--- src/rtl/decoder3to8_stream.sv ---
`default_nettype none
// ============================================================================
// Module   : decoder3to8_stream
// Brief    : Streaming 3-to-8 decoder. Codes arrive over valid/ready, are
//            buffered in a small FIFO and each one drives a registered
//            one-hot output for a programmable dwell of dwell+1 cycles.
// Revision : 1.0 - initial release
// ============================================================================
module decoder3to8_stream #(
   parameter int DEPTH   = 4,
   parameter int DWELL_W = 4
) (
   input  logic                     clk,
   input  logic                     rst,
   input  logic                     in_valid,
   output logic                     in_ready,
   input  logic [2:0]               in_code,
   input  logic [DWELL_W-1:0]       dwell,
   input  logic                     en,
   output logic [7:0]               Y,
   output logic                     busy,
   output logic [$clog2(DEPTH):0]   level
);

   localparam int c_ptr_w = $clog2(DEPTH);
   localparam int c_lvl_w = c_ptr_w + 1;
   localparam logic [c_lvl_w-1:0] c_full = c_lvl_w'(DEPTH);

   typedef enum logic [0:0] {
      ST_IDLE = 1'b0,
      ST_HOLD = 1'b1
   } state_t;

   // FIFO storage and control
   logic [2:0]          r_mem [DEPTH];
   logic [c_ptr_w-1:0]  r_wptr;
   logic [c_ptr_w-1:0]  r_rptr;
   logic [c_lvl_w-1:0]  r_level;
   logic                r_ready;

   // Output sequencer
   state_t              r_state;
   logic [DWELL_W-1:0]  r_cnt;
   logic [7:0]          r_y;

   logic                w_push;
   logic                w_pop;
   logic                w_empty;
   logic [2:0]          w_head;
   logic [7:0]          w_onehot;
   logic [c_lvl_w-1:0]  w_level_nxt;
   state_t              w_state_nxt;
   logic [DWELL_W-1:0]  w_cnt_nxt;
   logic [7:0]          w_y_nxt;

   // in_ready is the registered not-full flag, so a full FIFO refuses a push
   // even on a cycle where a pop frees a slot.
   assign w_push  = in_valid & r_ready;
   assign w_empty = (r_level == '0);
   // A pop is allowed from IDLE, or at the last cycle of a hold so the next
   // code follows with no zero gap; a running hold ignores en.
   assign w_pop   = !w_empty && en &&
                    ((r_state == ST_IDLE) || (r_cnt == '0));
   assign w_head  = r_mem[r_rptr];

   // Two 2-to-4 decoders, each enabled by one value of code bit 2.
   for (genvar h = 0; h < 2; h++) begin : g_half
      assign w_onehot[4*h +: 4] = (w_head[2] == 1'(h)) ?
                                  (4'b0001 << w_head[1:0]) : 4'b0000;
   end

   // Occupancy after this edge's push and/or pop.
   always_comb begin
      w_level_nxt = r_level;
      case ({w_push, w_pop})
         2'b10:   w_level_nxt = r_level + 1'b1;
         2'b01:   w_level_nxt = r_level - 1'b1;
         default: w_level_nxt = r_level;
      endcase
   end

   // Data array; contents are don't-care once the pointers are reset.
   always_ff @(posedge clk) begin
      if (w_push) begin
         r_mem[r_wptr] <= in_code;
      end
   end

   // FIFO pointers, occupancy and the registered ready flag.
   always_ff @(posedge clk or posedge rst) begin
      if (rst) begin
         r_wptr  <= '0;
         r_rptr  <= '0;
         r_level <= '0;
         r_ready <= 1'b1;
      end else begin
         if (w_push) r_wptr <= r_wptr + 1'b1;
         if (w_pop)  r_rptr <= r_rptr + 1'b1;
         r_level <= w_level_nxt;
         r_ready <= (w_level_nxt != c_full);
      end
   end

   // Next-state, dwell counter and one-hot output selection.
   always_comb begin
      w_state_nxt = r_state;
      w_cnt_nxt   = r_cnt;
      w_y_nxt     = r_y;
      case (r_state)
         ST_IDLE: begin
            if (w_pop) begin
               w_state_nxt = ST_HOLD;
               w_cnt_nxt   = dwell;
               w_y_nxt     = w_onehot;
            end else begin
               w_y_nxt     = '0;
            end
         end
         ST_HOLD: begin
            if (r_cnt != '0) begin
               w_cnt_nxt   = r_cnt - 1'b1;
            end else if (w_pop) begin
               w_cnt_nxt   = dwell;
               w_y_nxt     = w_onehot;
            end else begin
               w_state_nxt = ST_IDLE;
               w_y_nxt     = '0;
            end
         end
         default: begin
            w_state_nxt = ST_IDLE;
            w_cnt_nxt   = '0;
            w_y_nxt     = '0;
         end
      endcase
   end

   // Sequencer state register.
   always_ff @(posedge clk or posedge rst) begin
      if (rst) begin
         r_state <= ST_IDLE;
         r_cnt   <= '0;
         r_y     <= '0;
      end else begin
         r_state <= w_state_nxt;
         r_cnt   <= w_cnt_nxt;
         r_y     <= w_y_nxt;
      end
   end

   assign in_ready = r_ready;
   assign Y        = r_y;
   assign busy     = (r_state == ST_HOLD) || !w_empty;
   assign level    = r_level;

endmodule
`default_nettype wire

--- config.mk ---
export PLATFORM = sky130hd
export DESIGN_NAME = decoder3to8_stream
export DESIGN_NICKNAME = d
export VERILOG_FILES = /design/src/rtl/decoder3to8_stream.sv
export SDC_FILE = /design/constraint.sdc
export NUM_CORES = 1
export LEC_CHECK = 0
export ABC_AREA = 0
export ABC_CLOCK_PERIOD_IN_PS = 2380
export BUFFER_PORTS_ARGS = -buffer_cell sky130_fd_sc_hd__buf_2
export CAP_MARGIN = 40
export CORE_ASPECT_RATIO = 0.5
export CORE_UTILIZATION = 30
export CTS_CLUSTER_SIZE = 20
export DETAILED_ROUTE_END_ITERATION = 10
export HOLD_SLACK_MARGIN = 0.15
export PLACE_DENSITY = 0.6
export SYNTH_ARGS = -nofsm -noshare
export SYNTH_HDL_FRONTEND = slang
export SYNTH_SLANG_ARGS = --single-unit
--- constraint.sdc ---
create_clock -name clk -period 2.38 [get_ports clk]
set_input_delay 0.476 -clock clk [delete_from_list [all_inputs] [get_ports clk]]
set_output_delay 0.476 -clock clk [all_outputs]
set_load 0.01 [all_outputs]
==> metrics.md, run 1 <==
| Metric | Value |
|---|---|
| Crit-path cells | `inv_1, ha_2, or3b_4, a21oi_4, ha_2, inv_1, fa_2, xor2_1, nor2_1, xor2_1, nand2_1` |
| I/O pins | `24` |
| Routed vias | `959` |
| Syn nets | `129` |
| PwrDens | `1300 mW/mm2` |
| Setup ws final | `42.9 ps` |
| Antenna cells | `0` |
| RSZ-0062 raised after global routing | `yes` |
| Fmax | `428 MHz` |
| Period minus WS final | `2340 ps` |
| GRT Overall Usage | `0.113` |
| Status | `completed` |
| Width of the die | `103 um` |
| Peak VDD IR | `0.327 mV` |
| Die H | `52.4 um` |
| Pins Over Slew Limit | `0` |
| Post-Synthesis Cells | `111` |
| Syn_area_per_cell | `13.7 um2` |
| Pre-CTS setup slack | `-26.9 ps` |
| CP Capture Type | `register` |
| CTS Root Cell | `clkbuf_8` |
| CORE AREA | `0.00464 mm2` |
| Initial antenna violation count | `0` |
| DRT iter0 DRCs | `15` |
| Routed WL per cell | `12.4 um` |
| Met2 wire len | `1.21 mm` |
| Top routing layer used | `met4` |
| Fin nets | `164` |
| Slew HR | `0.481` |
| Critical path peak fanout | `2` |
| Critical path data required time | `2580 ps` |
| Leakage | `0.837 nW` |
| Hold crit path type | `in2async` |
| IO buf count | `23` |
| CTS Sinks | `33` |
| Std cell rows | `17` |
| Ys Warns | `0` |
| Post-route ant nets | `0` |
| DRC | `0` |
| Clock Pin Slew Worst Setup and Hold Paths | `70 ps` |
| Layout cells sized above 1 | `0.327` |
| Least-Margin Pin Slew | `778 ps` |
| Synth Register Bits | `33` |
| Critical path launch point type | `register` |
| Wire length on met3 | `131 um` |
| Initial Util | `0.328` |
| Largest net degree at the start of global routing | `22` |
| Met1 WL | `1.26 mm` |
| Area growth syn-to-layout | `22.4%` |
| Critical path's slowest cell | `or3b_4` |
| Final setup viols | `0` |
| CTS H-tree depth | `2` |
| Max cap viols | `0` |
| Post-DP Area | `0.00173 mm2` |
| Hold Fails Final Rpt | `0` |
| WP data arrival | `2540 ps` |
| Die area | `0.00538 mm2` |
| Final WL | `2.63 mm` |
| Sequential share of the synthesized area | `0.583` |
| Skew-Pair Late Insertion Delay | `270 ps` |
| Max Root-Sink Buffers | `2` |
| Final GP Congestion | `0.703` |
| Setup CP Type | `reg2reg` |
| Unique masters post-synth | `34` |
| HPWL after DPL | `1.93 mm` |
| Inserted Clock Buffers | `5` |
| Design area | `0.00186 mm2` |
| TritonRoute pass-1 iters | `3` |
| First-pass GRT wire length | `4.37 mm` |
| Biggest cell delay along the critical path | `400 ps` |
| Post-CTS Hold Fix Bufs | `0` |
| Vias in the first global route | `935` |
| Post-DR vias/cell | `4.50` |
| Syn Std Cell Area | `0.00152 mm2` |
| Clock Skew | `3.93 ps` |
| GRT Residual Overflow | `0` |
| Tcrit/Tclk final | `0.982` |
| CTS tree | `built` |
-- power breakdown --
part           leakage [nW]  total, mW  switching (mW)  internal [mW]
clock network        0.0528      0.497           0.189          0.309
logic                 0.415      0.940           0.487          0.453
registers             0.369      0.990           0.183          0.807
-- area by class of cell --
type	instances	area (um2)
fill	455	2770
sequential	33	887
multi-input combinational	65	579
timing repair buffer	30	168
tap	66	82.6
clock buffer	6	72.6
inverter	11	41.3
clock inverter	2	33.8
-- state kept, by name, summed over array words and instances (netlist names) --
register and cells:
r_mem 12, Y 8, r_cnt 4, level 3, r_rptr 2, r_wptr 2
in_ready 1, r_state 1
-- metal layers --
metal  vias up  GRT usage
met3         2     0.0533
met1       470      0.138
met2        13      0.167
met4         0     0.0610
met5         -          0
li1        474          -
-- what timing repair did --
action                                  in CTS  in global routing
endpoints found under the setup margin       1                  2
endpoints found under the hold margin        0                  0
resized for setup                            3                  1
buffers inserted                             1                  2
pin swaps                                    2                  1
-- Yosys cell counts --
library cell	number	area (um2)
dfrtp_1	20	500
edfxtp_1	12	360
inv_1	11	41.3
nand2_1	9	33.8
ha_1	6	75.1
a21oi_1	4	20.0
a32o_1	4	40.0
and3_1	4	25.0
nor2_1	4	15.0
o31ai_1	4	30.0
mux2i_1	3	30.0
xnor2_1	3	26.3
xor2_1	3	26.3
buf_6	2	22.5
mux4_1	2	52.6
nor3_1	2	10.0
a21oi_4	1	16.3
a221o_1	1	10.0
a22o_1	1	8.76
and2_1	1	6.26
and2_4	1	8.76
dfstp_2	1	26.3
fa_1	1	20.0
mux2_2	1	11.3
mux4_2	1	22.5
nand2b_1	1	6.26
nand3_1	1	5.00
nand3b_1	1	7.51
nor3_4	1	16.3
o221ai_1	1	8.76
o31a_1	1	8.76
o31ai_2	1	12.5
or3b_4	1	11.3
or4_1	1	7.51
-- layout by cell type, fill, tap and decap left out, drive strengths merged, types with 2 or more instances in the layout --
master	count
a21oi	5
a32o	4
and2	2
and3	4
buf	30
clkbuf	6
dfrtp	20
edfxtp	12
ha	6
inv	11
mux2i	3
mux4	3
nand2	9
nor2	4
nor3	3
o31ai	5
xnor2	3
xor2	3
-- metrics by stage --
| stage | setup TNS (ps) | instances | util | total power [mW] | hold slack, ps |
|---|---|---|---|---|---|
| 5_1_grt | -38.1 | 213 | 0.402 | 2.63 | 410 |
| 2_1_floorplan | 0 | 111 | - | 1.66 | 452 |
| 3_5_place_dp | -26.9 | 202 | 0.373 | 1.91 | 465 |
| 6_report | 0 | 213 | 0.402 | 2.43 | 338 |
| 3_3_place_gp | 0 | 202 | 0.373 | 1.89 | 465 |
| 4_1_cts | 0 | 211 | 0.399 | 2.44 | 371 |
-- critical path, delay by kind of cell, from the launching register on --
kind | cells | cell delay [ps]
adder cells (fa/ha/maj) | 3 | 700
AND/OR/NAND/NOR | 3 | 580
flip-flops | 1 | 370
XOR/XNOR | 2 | 350
AO/OA/AOI/OAI | 1 | 140
buffers and inverters | 2 | 130
-- worst paths after layout --
check	cells past startpoint	endpoint	startpoint	slack (ps)
min in group clk	1	r_mem[3][0]	in_code[0]	420
max in group asynchronous	2	r_rptr[0]	rst	1560
setup reg to reg	11	in_ready	r_cnt[0]	40
setup / recovery	11	in_ready	r_cnt[0]	40
hold / removal	2	Y[4]	rst	340
hold reg to reg	2	Y[7]	Y[7]	470
-- kinds of logic after synthesis --
kind of cell    share of synthesized area
simple gates                        0.100
compound gates                      0.102
fa+ha+maj                          0.0624
xor+xnor                           0.0345
buf+inv                            0.0419
flops                               0.583
mux                                0.0764
(Power assumes the default switching activity.)
==> inputs of run 2 (changes only) <==
REMOVE_ABC_BUFFERS = 1   (was unset)
==> run 2 against run 1 <==
Compared with the run above:
- count of clock-buffer cells in the layout is the same
- highest routed layer unchanged
- cell count grew 0.47%
- hold slack improved by 3.0 ps
- design area grew 1.5%
- largest cell class unchanged
- sequential share of layout area fell by 0.69 points
- clock power barely moved
- clock skew increased by 3.1 ps
- flip-flop and latch count stayed put
- via count grew 3.1%
- utilization rose by 0.59 points
==> metrics.md, run 2 (synthesis results as in run 1) <==
| Metric | Value |
|---|---|
| Status | `completed (unchanged)` |
| Critical path's top delay family | `adder cells (unchanged)` |
| CTS Root Cell | `clkbuf_8 (unchanged)` |
| CTS Sinks | `33 (unchanged)` |
| Biggest cell delay along the critical path | `400 ps (about the same)` |
| I/O pins | `24 (unchanged)` |
| Fmax | `429 MHz (was 428 MHz)` |
| Max cap viols | `0 (unchanged)` |
| Final core utilization | `0.408 (was 0.402)` |
| Std cell rows | `17 (unchanged)` |
| Die H | `52.4 um (unchanged)` |
| Clock Pin Slew Worst Setup and Hold Paths | `60 ps (was 70 ps)` |
| Worst reg2reg endpoint | `in_ready (unchanged)` |
| RSZ-0062 raised after global routing | `yes (unchanged)` |
| Critical path peak fanout | `3 (was 2)` |
| Biggest register | `r_mem (unchanged)` |
| HPWL after DPL | `1.98 mm (was 1.93 mm)` |
| Post-DR vias/cell | `4.62 (was 4.50)` |
| CP bufs+invs | `2 (unchanged)` |
| IO buf count | `23 (unchanged)` |
| Critical path data required time | `2580 ps (about the same)` |
| Non-Filler Instances | `214 (was 213)` |
| Initial Util | `0.328 (unchanged)` |
| Clock Skew | `7.00 ps (was 3.93 ps)` |
| Inserted Clock Buffers | `5 (unchanged)` |
| Critical path's slowest cell | `or3b_4 (unchanged)` |
| Routed WL per cell | `12.9 um (was 12.4 um)` |
| Sum Neg Setup Slack | `0 ps (unchanged)` |
| Layout cells sized above 1 | `0.345 (was 0.327)` |
| Tcrit/Tclk final | `0.979 (was 0.982)` |
| Antenna cells | `0 (unchanged)` |
| DRC | `0 (unchanged)` |
| Slew HR | `0.467 (was 0.481)` |
| CTS H-tree depth | `2 (unchanged)` |
| Die area | `0.00538 mm2 (unchanged)` |
| Final setup viols | `0 (unchanged)` |
| Hold crit path type | `in2async (unchanged)` |
| DRT iter0 DRCs | `23 (was 15)` |
| Reg2reg setup slack | `50 ps (was 40 ps)` |
| TritonRoute pass-1 iters | `4 (was 3)` |
| CP Capture Type | `register (unchanged)` |
| Initial antenna violation count | `0 (unchanged)` |
| PwrDens | `1310 mW/mm2 (was 1300 mW/mm2)` |
| Largest net degree at the start of global routing | `22 (unchanged)` |
| Skew-Pair Late Insertion Delay | `280 ps (was 270 ps)` |
| Crit-path cells | `inv_2, ha_4, or3b_4, a21oi_4, ha_4, inv_2, fa_2, xor2_1, nor2_1, xor2_1, nand2_1 (was inv_1, ha_2, or3b_4, a21oi_4, ha_2, inv_1, fa_2, xor2_1, nor2_1, xor2_1, nand2_1)` |
| Register Area | `887 um2 (unchanged)` |
| Leakage | `0.845 nW (was 0.837 nW)` |
| Fin nets | `165 (was 164)` |
| Area of the multi-input gates | `599 um2 (was 579 um2)` |
| Max Root-Sink Buffers | `2 (unchanged)` |
| RR Startpoint | `r_cnt[1] (was r_cnt[0])` |
| First-pass GRT wire length | `4.42 mm (was 4.37 mm)` |
| GRT Residual Overflow | `0 (unchanged)` |
| Placed cells | `202 (unchanged)` |
| Most frequent cells in the layout | `buf_2, dfrtp_1, edfxtp_1 (unchanged)` |
| Routed vias | `989 (was 959)` |
| Cell depth of the worst flop-to-flop path | `11 (unchanged)` |
| Hold Fails Final Rpt | `0 (unchanged)` |
| FILL cells | `447 (was 455)` |
| Post-CTS Hold Fix Bufs | `0 (unchanged)` |
| Post-route ant nets | `0 (unchanged)` |
| Max reg flops | `12 (unchanged)` |
| Least-Margin Pin Slew | `798 ps (was 778 ps)` |
| Area growth syn-to-layout | `24.2% (was 22.4%)` |
| Final GP Congestion | `0.713 (was 0.703)` |
| Commonest non-fill, non-tap cell in the layout | `buf_2 (unchanged)` |
| Overall power | `2.48 mW (was 2.43 mW)` |
| GRT Overall Usage | `0.114 (was 0.113)` |
| Setup CP Type | `reg2reg (unchanged)` |
| CORE AREA | `0.00464 mm2 (unchanged)` |
| Peak VDD IR | `0.309 mV (was 0.327 mV)` |
| Width of the die | `103 um (unchanged)` |
| Vias in the first global route | `935 (unchanged)` |
| Critical path launch point type | `register (unchanged)` |
| Pins Over Slew Limit | `0 (unchanged)` |
| CTS tree | `built (unchanged)` |
| Period minus WS final | `2330 ps (was 2340 ps)` |
| Final WL | `2.76 mm (was 2.63 mm)` |
| WP data arrival | `2530 ps (was 2540 ps)` |
==> run 2: layout make-up <==
| cell class | instances | share of cell area |
|---|---|---|
| clock inverter | 2 | 0.0179 |
| multi-input combinational | 65 | 0.317 |
| clock buffer | 6 | 0.0384 |
| sequential | 33 | 0.469 |
| tap | 66 | 0.0437 |
| inverter | 11 | 0.0218 |
| timing repair buffer | 31 | 0.0926 |
==> run 2: how the worst max path moves through the flow <==
stage	startpoint	end	slack [ps]	cells after the start
floorplan	r_cnt[0]	in_ready	0.7	11
detailed placement	r_cnt[0]	in_ready	-30	11
finish	r_cnt[1]	in_ready	50	11
global route	r_cnt[1]	in_ready	-20	11
global placement	r_cnt[0]	in_ready	50	11
CTS	r_cnt[0]	in_ready	1	11
==> run 2: through the flow <==
step / worst slack (ps) / instance area, um2 / hold WS, ps
floorplan: 0.690 / 1500 / 452
global placement: 49.6 / 1730 / 465
detailed placement: -25.6 / 1730 / 470
CTS: 0.979 / 1850 / 370
global route: -24.4 / 1890 / 400
finish: 49.4 / 1890 / 341
==> run 2: timing repair <==
item                       4_1_cts  5_1_grt
resized for setup                3        5
pin swaps                        2        5
setup endpoints to repair        1        2
setup buffers                    1        3
==> run 2: metal layers <==
layer  vias to the layer above  track usage  wire length (um)
met4                         0       0.0563                32
li1                        473            -                 -
met5                         -            0                 0
met1                       489        0.149              1310
met3                         5       0.0427               156
met2                        22        0.168              1260
==> run 2: power breakdown <==
group          switching [mW]  total, mW  leakage, nW  internal (mW)
combinational           0.506      0.987        0.423          0.481
clock                   0.190      0.499       0.0528          0.309
sequential              0.186      0.994        0.369          0.807
total                   0.883       2.48        0.845           1.60
==> run 2: worst reg2reg max path, cell delays in order (launching register included) <==
cell	delay, ps
dfrtp_1	390
inv_2	80
ha_4	140
or3b_4	400
a21oi_4	190
ha_4	160
inv_2	30
fa_2	320
xor2_1	150
nor2_1	110
xor2_1	200
nand2_1	70
==> inputs of run 3 (changes only) <==
ABC_AREA = 1   (was 0)
==> run 3 against run 2 <==
Compared with the run above:
- register-to-register slack improved by 120 ps
- cell count increased by 35%
- via count grew 20%
- sequential share of layout area decreased by 2.2 points
- worst setup slack gained 120 ps
- highest routed layer unchanged
- fmax up 5.5%
==> metrics.md, run 3 <==
| Metric | Value |
|---|---|
| GRT Overall Usage | `0.108 (was 0.114)` |
| Vias in the first global route | `1044 (was 935)` |
| Die H | `54.7 um (was 52.4 um)` |
| CTS Sinks | `33 (unchanged)` |
| Number of enable flip-flop cells after synthesis | `12 (unchanged)` |
| Peak VDD IR | `0.321 mV (was 0.309 mV)` |
| Synth area leader | `dfrtp_1 (unchanged)` |
| Setup CP Type | `reg2reg (unchanged)` |
| CP Capture Type | `register (unchanged)` |
| Fmax | `453 MHz (was 429 MHz)` |
| Leakage | `1.02 nW (was 0.845 nW)` |
| Period minus WS final | `2210 ps (was 2330 ps)` |
| Area growth syn-to-layout | `19.1% (was 24.2%)` |
| Critical path data required time | `2580 ps (about the same)` |
| Count leader, synth | `nand2_1 (was dfrtp_1)` |
| CTS H-tree depth | `2 (unchanged)` |
| Inserted Clock Buffers | `5 (unchanged)` |
| Max cap viols | `0 (unchanged)` |
| Least-Margin Pin Slew | `349 ps (was 798 ps)` |
| Post-route ant nets | `0 (unchanged)` |
| Layout cells sized above 1 | `0.228 (was 0.345)` |
| RSZ-0062 raised after global routing | `no (was yes)` |
| Synth cell count leaders | `nand2_1, dfrtp_1, inv_1, nor2_1 (was dfrtp_1, edfxtp_1, inv_1)` |
| Syn_area_per_cell | `8.97 um2 (was 13.7 um2)` |
| Critical path launch point type | `register (unchanged)` |
| IO buf count | `23 (unchanged)` |
| Width of the die | `107 um (was 103 um)` |
| Most frequent cells in the layout | `nand2_1, buf_2, dfrtp_1 (was buf_2, dfrtp_1, edfxtp_1)` |
| Logic pwr share | `0.438 (was 0.398)` |
| Ys Warns | `0 (unchanged)` |
| Clk pwr share | `0.163 (was 0.201)` |
| Non-Filler Instances | `289 (was 214)` |
| Die area | `0.00588 mm2 (was 0.00538 mm2)` |
| Post-DR vias/cell | `4.10 (was 4.62)` |
| HPWL after DPL | `2.26 mm (was 1.98 mm)` |
| Asr flop ratio synth | `0.636 (unchanged)` |
| Initial antenna violation count | `0 (unchanged)` |
| Post-DP Area | `0.00189 mm2 (was 0.00173 mm2)` |
| CORE AREA | `0.00513 mm2 (was 0.00464 mm2)` |
| NetSw | `0.986 mW (was 0.883 mW)` |
| Min-delay src | `in_code[0]` |
| Commonest non-fill, non-tap cell in the layout | `nand2_1 (was buf_2)` |
| Largest net degree at the start of global routing | `20 (was 22)` |
| Critical path peak fanout | `6 (was 3)` |
| DRC | `0 (unchanged)` |
| Largest cells by area after synthesis | `dfrtp_1, edfxtp_1, nand2_1 (was dfrtp_1, edfxtp_1, ha_1)` |
| Clock Skew | `3.46 ps (was 7.00 ps)` |
| Max reg flops | `12 (unchanged)` |
| Hold crit path type | `in2reg (was in2async)` |
| Biggest register | `r_mem (unchanged)` |
| Net Sw Frac | `0.416 (was 0.356)` |
| Post-Synthesis Cells | `186 (was 111)` |
| Status | `completed (unchanged)` |
| Overall power | `2.37 mW (was 2.48 mW)` |
| RR Startpoint | `r_cnt[0] (was r_cnt[1])` |
| Reg2reg setup slack | `170 ps (was 50 ps)` |
| Fin nets | `236 (was 165)` |
| Skew-Pair Late Insertion Delay | `270 ps (was 280 ps)` |
| Routed WL per cell | `10.1 um (was 12.9 um)` |
| Internal cell power | `1.39 mW (was 1.60 mW)` |
| CTS Root Cell | `clkbuf_8 (unchanged)` |
| Design area | `0.00199 mm2 (was 0.00189 mm2)` |
| Clock Pin Slew Worst Setup and Hold Paths | `60 ps (about the same)` |
| CTS tree | `built (unchanged)` |
| TritonRoute pass-1 iters | `4 (unchanged)` |
| PwrDens | `1190 mW/mm2 (was 1310 mW/mm2)` |
| Placed cells | `279 (was 202)` |
| Main synth FF type | `dfrtp_1 (unchanged)` |
| Sum Neg Setup Slack | `0 ps (unchanged)` |
| Crit path launch | `r_cnt[0] (was r_cnt[1])` |
| DRT iter0 DRCs | `59 (was 23)` |
| WP data arrival | `2410 ps (was 2530 ps)` |
| Std cell rows | `18 (was 17)` |
| I/O pins | `24 (unchanged)` |
| Unique masters post-synth | `25 (was 34)` |
| Register share of total power | `0.399 (was 0.401)` |
| Antenna cells | `0 (unchanged)` |
| GRT Residual Overflow | `0 (unchanged)` |
| Initial Util | `0.325 (was 0.328)` |
| Slew HR | `0.767 (was 0.467)` |
| Synth Register Bits | `33 (unchanged)` |
| Sequential share of the synthesized area | `0.532 (was 0.583)` |
| Routed vias | `1186 (was 989)` |
| Hold Fails Final Rpt | `0 (unchanged)` |
| Synth top area share | `0.300 (was 0.329)` |
| Final setup viols | `0 (unchanged)` |
| First-pass GRT wire length | `4.61 mm (was 4.42 mm)` |
| Final GP Congestion | `0.737 (was 0.713)` |
| Final WL | `2.91 mm (was 2.76 mm)` |
| Pins Over Slew Limit | `0 (unchanged)` |
| Syn Std Cell Area | `0.00167 mm2 (was 0.00152 mm2)` |
| Tcrit/Tclk final | `0.928 (was 0.979)` |
| Max Root-Sink Buffers | `2 (unchanged)` |
run 3: cell count changes after synthesis, sizes merged, moves of 3 or more:
cell   before  now
mux2i       3    0
o31ai       5    0
inv        11   22
a32o        4    0
nand2       9   73
nor2        4   21
nand3       1   13
mux4        3    0
nor3        3    0
and3        4    0
run 3: per-layer routing:
| metal | vias to the layer above | track usage | routed length (um) |
|---|---|---|---|
| met4 | 0 | 0.0548 | 14 |
| met5 | - | 0 | 0 |
| met3 | 2 | 0.0345 | 113 |
| li1 | 631 | - | - |
| met2 | 17 | 0.171 | 1310 |
| met1 | 536 | 0.136 | 1460 |
run 3: what timing repair did:
| item | in CTS | in global routing |
|---|---|---|
| hold buffers | 1 | 0 |
| buffers inserted | 0 | 1 |
| endpoints found under the hold margin | 2 | 0 |
| resized for setup | 0 | 2 |
| setup endpoints to repair | 0 | 1 |
run 3: logic make-up after synthesis:
family	after synthesis	synth area share
and+or+nand+nor	110	0.289
DFF	33	0.532
buffers and inverters	25	0.0690
adders and majority gates	7	0.0570
xor gates and xnor gates	6	0.0315
AOI/OAI and AO/OA	5	0.0218
run 3: cell type report:
type	count	area, um2
fillers	525	3150
clock buffers	5	68.8
inverters	22	87.6
repair buffers	28	175
well taps	70	87.6
flip-flops and latches	33	887
clock inverters	3	12.5
multi-input cells	128	668
run 3: through the flow:
stage	utilization	hold slack [ps]	setup slack, ps
floorplan	-	452	203
global placement	0.362	459	188
detailed placement	0.367	394	136
CTS	0.385	410	121
global route	0.387	413	36.4
finish	0.387	420	171
run 3: worst paths after layout:
kind	to	cells after the start
worst min register to register	Y[7]	2
worst max register to register	in_ready	13
min in group asynchronous	r_cnt[2]	3
worst max-delay path	in_ready	13
max in group asynchronous	in_ready	4
worst min-delay path	r_mem[0][0]	1
run 3: power groups by stage:
stage                     logic, mW  clock network, mW  registers, mW
after global routing           1.20              0.428          0.975
after detailed placement       1.03                  0          0.958
after CTS                      1.04              0.397          0.949
after global placement        0.995                  0          0.952
after floorplan               0.747                  0          0.965
final                          1.04              0.386          0.946
run 3: worst max-delay path, stage by stage, from the launching register on:
cell and delay [ps]:
dfrtp_1 380, inv_2 80, ha_2 190, nand3_2 100
nand2_4 110, nand2_4 50, inv_1 50, ha_1 130
inv_1 70, fa_1 370, or2_2 300, nand2_1 80
xnor2_1 140, nand2_1 70
